`src/rtl/stdp_array_learner_pkg.sv`:
```
// Shared FSM type and saturating weight arithmetic for stdp_array_learner.
// The LTD state only exists when STDP_LTD_EN is defined.
package stdp_pkg;

`ifdef STDP_LTD_EN
    typedef enum logic [1:0] {
        ST_IDLE,
        ST_LTP,
        ST_LTD
    } stdp_state_e;
`else
    typedef enum logic [0:0] {
        ST_IDLE,
        ST_LTP
    } stdp_state_e;
`endif

    function automatic int idx_w(input int n);
        return (n > 1) ? $clog2(n) : 1;
    endfunction

    // Delta is WIN - dt, so a coincident spike gives the largest step.
    function automatic int ltp_delta(
        input int w,
        input int dt,
        input int win,
        input int w_w
    );
        int s;
        int w_max;
        w_max = (1 << w_w) - 1;
        s = w + (win - dt);
        return (s > w_max) ? w_max : s;
    endfunction

    function automatic int ltd_delta(
        input int w,
        input int dt,
        input int win
    );
        int s;
        s = w - (win - dt);
        return (s < 0) ? 0 : s;
    endfunction

endpackage

```
`src/rtl/stdp_array_learner_if.sv`:
```
// Spike, control and weight-read bundle between the neuron core and
// the STDP learner.
interface stdp_array_learner_if
    import stdp_pkg::*;
#(
    parameter int N_PRE = 16,
    parameter int W_W   = 4
);
    localparam int AW = idx_w(N_PRE);

    logic             write;
    logic             post_spike;
    logic [N_PRE-1:0] pre_spike;
    logic [AW-1:0]    rd_addr;
    logic [W_W-1:0]   rd_data;
    logic             busy;
    logic             done;
    logic             missed;

    modport master (
        output write,
        output post_spike,
        output pre_spike,
        output rd_addr,
        input  rd_data,
        input  busy,
        input  done,
        input  missed
    );

    modport slave (
        input  write,
        input  post_spike,
        input  pre_spike,
        input  rd_addr,
        output rd_data,
        output busy,
        output done,
        output missed
    );

endinterface

```
`src/rtl/stdp_array_learner_spike_history.sv`:
```
// One channel's spike history: WIN-1 stored samples plus the live input,
// and a priority encoder returning the most recent hit within the window.
module spike_history
    import stdp_pkg::*;
#(
    parameter int WIN = 4
) (
    input  logic                      clock,
    input  logic                      reset,
    input  logic                      pre,
    output logic                      hit,
    output logic [idx_w(WIN)-1:0]     dt
);
    localparam int DW = idx_w(WIN);

    logic [WIN-2:0] sh_q;
    logic [WIN-2:0] sh_d;
    logic [WIN-1:0] win;

    // win[k] = spike sampled k edges ago; bit 0 is this edge's sample.
    assign win = {sh_q, pre};

    always_comb begin
        sh_d = win[WIN-2:0];
        hit  = 1'b0;
        dt   = '0;
        for (int k = WIN - 1; k >= 0; k--) begin
            if (win[k]) begin
                hit = 1'b1;
                dt  = DW'(k);
            end
        end
    end

    always_ff @(posedge clock or posedge reset) begin
        if (reset) begin
            sh_q <= '0;
        end else begin
            sh_q <= sh_d;
        end
    end

endmodule

```
`src/rtl/stdp_array_learner.sv`:
```
// STDP weight engine: one LTP scan per accepted post spike, plus an LTD
// window and second scan when STDP_LTD_EN is defined.
module stdp_array_learner
    import stdp_pkg::*;
#(
    parameter int N_PRE  = 16,
    parameter int WIN    = 4,
    parameter int W_W    = 4,
    parameter int W_INIT = 8
) (
    input  logic                 clock,
    input  logic                 reset,
    stdp_array_learner_if.slave  bus
);
    localparam int AW = idx_w(N_PRE);
    localparam int DW = idx_w(WIN);
    localparam logic [AW-1:0] LAST = AW'(N_PRE - 1);

    stdp_state_e      state_q, state_d;
    logic [AW-1:0]    idx_q, idx_d;
    logic [W_W-1:0]   w_q [N_PRE];
    logic [W_W-1:0]   w_d [N_PRE];
    logic [N_PRE-1:0] hit_now;
    logic [DW-1:0]    dt_now [N_PRE];
    logic [N_PRE-1:0] ltp_hit_q, ltp_hit_d;
    logic [DW-1:0]    ltp_dt_q [N_PRE];
    logic [DW-1:0]    ltp_dt_d [N_PRE];
    logic [W_W-1:0]   rd_q, rd_d;
    logic             done_q, done_d;
    logic             missed_q, missed_d;
    logic             busy;
    logic             accept;
    logic             last;

`ifdef STDP_LTD_EN
    logic [N_PRE-1:0] ltd_hit_q, ltd_hit_d;
    logic [DW-1:0]    ltd_dt_q [N_PRE];
    logic [DW-1:0]    ltd_dt_d [N_PRE];
    logic [DW-1:0]    win_q, win_d;
`endif

    for (genvar g = 0; g < N_PRE; g++) begin : g_hist
        spike_history #(
            .WIN (WIN)
        ) u_hist (
            .clock (clock),
            .reset (reset),
            .pre   (bus.pre_spike[g]),
            .hit   (hit_now[g]),
            .dt    (dt_now[g])
        );
    end

    assign busy   = (state_q != ST_IDLE);
    assign accept = bus.post_spike && bus.write && !busy;
    assign last   = (idx_q == LAST);

    always_comb begin
        state_d   = state_q;
        idx_d     = idx_q;
        w_d       = w_q;
        ltp_hit_d = ltp_hit_q;
        ltp_dt_d  = ltp_dt_q;
        rd_d      = w_q[bus.rd_addr];
        done_d    = 1'b0;
        missed_d  = missed_q | (bus.post_spike && busy);
`ifdef STDP_LTD_EN
        ltd_hit_d = ltd_hit_q;
        ltd_dt_d  = ltd_dt_q;
        win_d     = win_q;
        // First pre spike per channel within the open window wins.
        if (win_q != '0) begin
            for (int i = 0; i < N_PRE; i++) begin
                if (bus.pre_spike[i] && !ltd_hit_q[i]) begin
                    ltd_hit_d[i] = 1'b1;
                    ltd_dt_d[i]  = win_q;
                end
            end
            win_d = (win_q == DW'(WIN - 1)) ? '0 : win_q + DW'(1);
        end
`endif
        case (state_q)
            ST_IDLE: begin
                if (accept) begin
                    state_d   = ST_LTP;
                    idx_d     = '0;
                    ltp_hit_d = hit_now;
                    ltp_dt_d  = dt_now;
`ifdef STDP_LTD_EN
                    ltd_hit_d = '0;
                    win_d     = DW'(1);
`endif
                end
            end
            ST_LTP: begin
                if (ltp_hit_q[idx_q]) begin
                    w_d[idx_q] = W_W'(ltp_delta(int'(w_q[idx_q]),
                        int'(ltp_dt_q[idx_q]), WIN, W_W));
                end
                idx_d = last ? '0 : idx_q + AW'(1);
                if (last) begin
`ifdef STDP_LTD_EN
                    state_d = ST_LTD;
`else
                    state_d = ST_IDLE;
                    done_d  = 1'b1;
`endif
                end
            end
`ifdef STDP_LTD_EN
            ST_LTD: begin
                if (ltd_hit_q[idx_q]) begin
                    w_d[idx_q] = W_W'(ltd_delta(int'(w_q[idx_q]),
                        int'(ltd_dt_q[idx_q]), WIN));
                end
                idx_d = last ? '0 : idx_q + AW'(1);
                if (last) begin
                    state_d = ST_IDLE;
                    done_d  = 1'b1;
                end
            end
`endif
            default: begin
                state_d = ST_IDLE;
            end
        endcase
    end

    always_ff @(posedge clock or posedge reset) begin
        if (reset) begin
            state_q   <= ST_IDLE;
            idx_q     <= '0;
            ltp_hit_q <= '0;
            rd_q      <= '0;
            done_q    <= 1'b0;
            missed_q  <= 1'b0;
            for (int i = 0; i < N_PRE; i++) begin
                w_q[i]      <= W_W'(W_INIT);
                ltp_dt_q[i] <= '0;
            end
        end else begin
            state_q   <= state_d;
            idx_q     <= idx_d;
            w_q       <= w_d;
            ltp_hit_q <= ltp_hit_d;
            ltp_dt_q  <= ltp_dt_d;
            rd_q      <= rd_d;
            done_q    <= done_d;
            missed_q  <= missed_d;
        end
    end

`ifdef STDP_LTD_EN
    always_ff @(posedge clock or posedge reset) begin
        if (reset) begin
            ltd_hit_q <= '0;
            win_q     <= '0;
            for (int i = 0; i < N_PRE; i++) begin
                ltd_dt_q[i] <= '0;
            end
        end else begin
            ltd_hit_q <= ltd_hit_d;
            ltd_dt_q  <= ltd_dt_d;
            win_q     <= win_d;
        end
    end
`endif

    assign bus.rd_data = rd_q;
    assign bus.busy    = busy;
    assign bus.done    = done_q;
    assign bus.missed  = missed_q;

endmodule

```
`src/flat_wrapper.sv`:
```
// flat-port wrapper written by rule: the top's interface ports become plain ports
module stdp_array_learner_flat import stdp_pkg::*;
#(
    parameter int N_PRE  = 16,
    parameter int WIN    = 4,
    parameter int W_W    = 4,
    parameter int W_INIT = 8
)
  (clock, reset, bus_write, bus_post_spike, bus_pre_spike, bus_rd_addr, bus_rd_data, bus_busy, bus_done, bus_missed);
  stdp_array_learner_if #(.N_PRE(N_PRE), .W_W(W_W)) bus_i ();
  input  logic clock;
  input  logic reset;
  input wire logic [$bits(bus_i.write)-1:0] bus_write;
  input wire logic [$bits(bus_i.post_spike)-1:0] bus_post_spike;
  input wire logic [$bits(bus_i.pre_spike)-1:0] bus_pre_spike;
  input wire logic [$bits(bus_i.rd_addr)-1:0] bus_rd_addr;
  output wire logic [$bits(bus_i.rd_data)-1:0] bus_rd_data;
  output wire logic [$bits(bus_i.busy)-1:0] bus_busy;
  output wire logic [$bits(bus_i.done)-1:0] bus_done;
  output wire logic [$bits(bus_i.missed)-1:0] bus_missed;
  assign bus_i.write = bus_write;
  assign bus_i.post_spike = bus_post_spike;
  assign bus_i.pre_spike = bus_pre_spike;
  assign bus_i.rd_addr = bus_rd_addr;
  assign bus_rd_data = bus_i.rd_data;
  assign bus_busy = bus_i.busy;
  assign bus_done = bus_i.done;
  assign bus_missed = bus_i.missed;
  stdp_array_learner #(.N_PRE(N_PRE), .WIN(WIN), .W_W(W_W), .W_INIT(W_INIT)) u_core (.clock(clock), .reset(reset), .bus(bus_i));
endmodule
```
`config.mk`:
```
export PLATFORM = sky130hd
export DESIGN_NAME = stdp_array_learner_flat
export DESIGN_NICKNAME = d
export VERILOG_FILES = /design/src/rtl/stdp_array_learner_pkg.sv /design/src/rtl/stdp_array_learner_if.sv /design/src/rtl/stdp_array_learner_spike_history.sv /design/src/rtl/stdp_array_learner.sv /design/src/flat_wrapper.sv
export SDC_FILE = /design/constraint.sdc
export NUM_CORES = 1
export LEC_CHECK = 0
export CAP_MARGIN = 20
export CORE_UTILIZATION = 55
export CTS_CLUSTER_DIAMETER = 50
export DETAILED_ROUTE_END_ITERATION = 6
export GPL_ROUTABILITY_DRIVEN = 0
export GPL_TIMING_DRIVEN = 0
export MAX_ROUTING_LAYER = met4
export PLACE_DENSITY = 0.76
export REMOVE_ABC_BUFFERS = 1
export SLEW_MARGIN = 10
export SYNTH_ARGS = -nofsm -noshare
export SYNTH_HDL_FRONTEND = slang
export SYNTH_HIERARCHICAL = 1
export SYNTH_SLANG_ARGS = --single-unit
```
`constraint.sdc`:
```
create_clock -name clock -period 3.7 [get_ports clock]
set_clock_uncertainty 0.05 [all_clocks]
set_input_delay 0.74 -clock clock [delete_from_list [all_inputs] [get_ports clock]]
set_output_delay 0.74 -clock clock [all_outputs]
set_load 0.01 [all_outputs]
```
==> impl_metrics.json <==
{
  "cts_tree": "done",
  "yosysWarnings": 6,
  "ir_drop_uv": 1150,
  "cts_sinks": 171,
  "dr.pass1.iters": 5,
  "initial_utilization_pct": 57.4,
  "nFillCells": 1019,
  "cp.required_ns": 3.95,
  "postCtsHoldBufs": 0,
  "hold_viol_final": 0,
  "cts_root_buffer": "clkbuf_16",
  "drc": 0,
  "postRouteAntennaNets": 0,
  "insertedDiodeCount": 0,
  "period_minus_slack_ns": 3.59,
  "grt.total_usage_pct": 24.8,
  "pin_count": 31,
  "antenna_found_initial": 0,
  "grt_start_max_net_pins": 75,
  "hp-class": "reg -> reg",
  "crit_buf_inv": 4,
  "holdCritStartpoint": "u_core/g_hist[14].u_hist/sh_q[1]",
  "leakage_nw": 3.89,
  "core_sq_mm": 0.0141,
  "grt_overflow_total": 0,
  "power.density_mw_per_mm2": 997,
  "vias": 4911,
  "synth_edf_count": 0,
  "crit_arrival_ns": 3.84,
  "crit_family": "multiplexers",
  "final_cell_area_sq_mm": 0.00925,
  "max_cap_violations": 0,
  "r2r_start": "u_core/idx_q[0]",
  "viasPerCell": 5.97,
  "ys_ff_latch": 171,
  "cts_made_buffers": 17,
  "drtIter0Drc": 328,
  "place_area_sq_mm": 0.00857,
  "tightest_slew_ns": 0.957,
  "slowest_delay_ns": 0.53,
  "maxSlewHeadroom_pct": 36.2,
  "yosys.area.top_type": "dfrtp_1",
  "syn_inst": 603,
  "synth_cell_types": 43,
  "post_route_cells_drive_above_1_share_pct": 34.3,
  "multi_input_area_sq_mm": 0.00355,
  "final_cell_mix": "dfrtp_1 (153), mux2_2 (87), mux4_2 (47)",
  "fin_crit_sh_pct": 96.9,
  "synth_area_per_cell_sq_um": 13.4,
  "fmax_mhz": 279,
  "hold_ws_ns": 0.346,
  "synthTopCellsByArea": "dfrtp_1 (48%), mux4_2 (13%), mux2_2 (12%)",
  "grt_pass1_vias": 5201,
  "worstPathCellList": "buf_12 -> mux4_2 -> mux4_2 -> inv_1 -> ha_1 -> inv_1 -> fa_2 -> nor2b_2 -> nor2_1 -> nand4b_1 -> buf_4 -> nand3_4 -> mux2_1",
  "outcome": "complete, no violations",
  "yosysSeqAreaShare_pct": 53.1,
  "synthArstFlopShare_pct": 100,
  "place_worst_setup_slack_ns": -0.450,
  "wl_um": 16400,
  "cts_buffer_depth": 2,
  "setup_viol": 0,
  "rows": 43,
  "slowest_stage": "mux4_2",
  "fp.dieW_um": 123,
  "numPortBuffers": 30,
  "layout_commonest_cell": "dfrtp_1",
  "die_area_sq_mm": 0.0152,
  "grt_pass1_wl_um": 27000,
  "slew_violations": 0,
  "final_nets": 663,
  "startpoint_type": "flop",
  "wl_per_cell_um": 20.0,
  "numPlacedInstances": 786,
  "clkLatencyLatePin_ns": 0.43,
  "synth.cell_area_sq_mm": 0.00810,
  "end_kind": "flop",
  "hpwl_um": 11300,
  "synth_top_area_share_pct": 47.9,
  "crit_type": "reg -> reg",
  "regArea_sq_mm": 0.00431,
  "layout.cells.non_filler": 822,
  "die_h_um": 123,
  "cts_htree_levels": 4,
  "crit_fanout": 20,
  "critPathLaunch": "u_core/idx_q[0]",
  "clkTransAtPathRegs_ns": 0.07,
  "ys.flop_type": "dfrtp_1",
  "worst_slack_ns": 0.115,
  "area_growth_pct": 14.2
}
## synthesized netlist by cell type, drive strengths merged (12+ instances only)
master and number:
clkbuf 19, nand2 41, nand3 20, mux2 96, nand2b 16, dfstp 16, o31ai 16, nor2 37
buf 12, a21oi 20, nor3 18, dfrtp 155, inv 40, mux4 49
## what timing repair did
item                                    in CTS  in global routing
resized for setup                            7                  4
buffers inserted                             4                  0
hold endpoints to repair                     0                  0
cloned                                       0                  0
endpoints found under the setup margin      64                 50
pin swaps                                    1                  1
## routing by layer
metal	track usage, %	wire length, um	vias up
li1	-	-	2226
met2	41.2	8570	95
met4	7.00	233	0
met1	31.2	6980	2569
met5	-	0	-
met3	4.94	632	21
## path summary, 6_finish.rpt
| path | end | slack (ns) | depth (start not counted) |
|---|---|---|---|
| setup / recovery | u_core/w_q[50] | 0.11 | 13 |
| hold / removal | u_core/g_hist[14].u_hist/sh_q[2] | 0.35 | 0 |
| setup reg to reg | u_core/w_q[50] | 0.11 | 13 |
| hold reg to reg | u_core/g_hist[14].u_hist/sh_q[2] | 0.35 | 0 |
| max in group asynchronous | u_core/w_q[15] | 1.46 | 3 |
| min in group asynchronous | u_core/g_hist[4].u_hist/sh_q[2] | 1.11 | 2 |
## logic make-up after synthesis
family          count (synthesis)  share of synthesized area, %
compound gates                 49                          4.68
xor+xnor                        1                         0.108
fa+ha+maj                       9                          1.48
buf+inv                        71                          3.55
flops                         171                          53.1
mux                           153                          28.1
simple gates                  149                          9.02
## state kept, by name (all words and copies together), names as in the netlist
name                       cells
u_core/bus.missed              1
u_core/bus.done                1
u_core/bus.rd_data             4
u_core/ltp_hit_q              16
u_core/bus.busy                1
u_core/idx_q                   4
u_core/ltp_dt_q               32
u_core/w_q                    64
u_core/g_hist.u_hist/sh_q     48
## power by group
part | total, mW | internal (mW) | switching (mW)
sequential | 3.17 | 2.58 | 0.581
combinational | 4.38 | 2.09 | 2.29
clock | 1.67 | 0.949 | 0.724
## metrics by stage
step,TNS [ns],power (mW),util [%]
2_1_floorplan,-58.87,5.71,-
3_3_place_gp,-385.81,6.54,60.2
3_5_place_dp,-19.95,6.75,60.8
4_1_cts,0,9.12,65.4
5_1_grt,-0.0769,9.74,65.6
6_report,0,9.21,65.6
## cell type report
type	count	area share [%]
Clock buffer	20	4.83
Clock inverter	11	1.19
Inverter	40	1.68
Multi-Input combinational cell	361	38.4
Sequential cell	171	46.6
Tap cell	180	2.44
Timing Repair Buffer	39	4.86
Note: power is estimated with default switching activity, not from simulation.
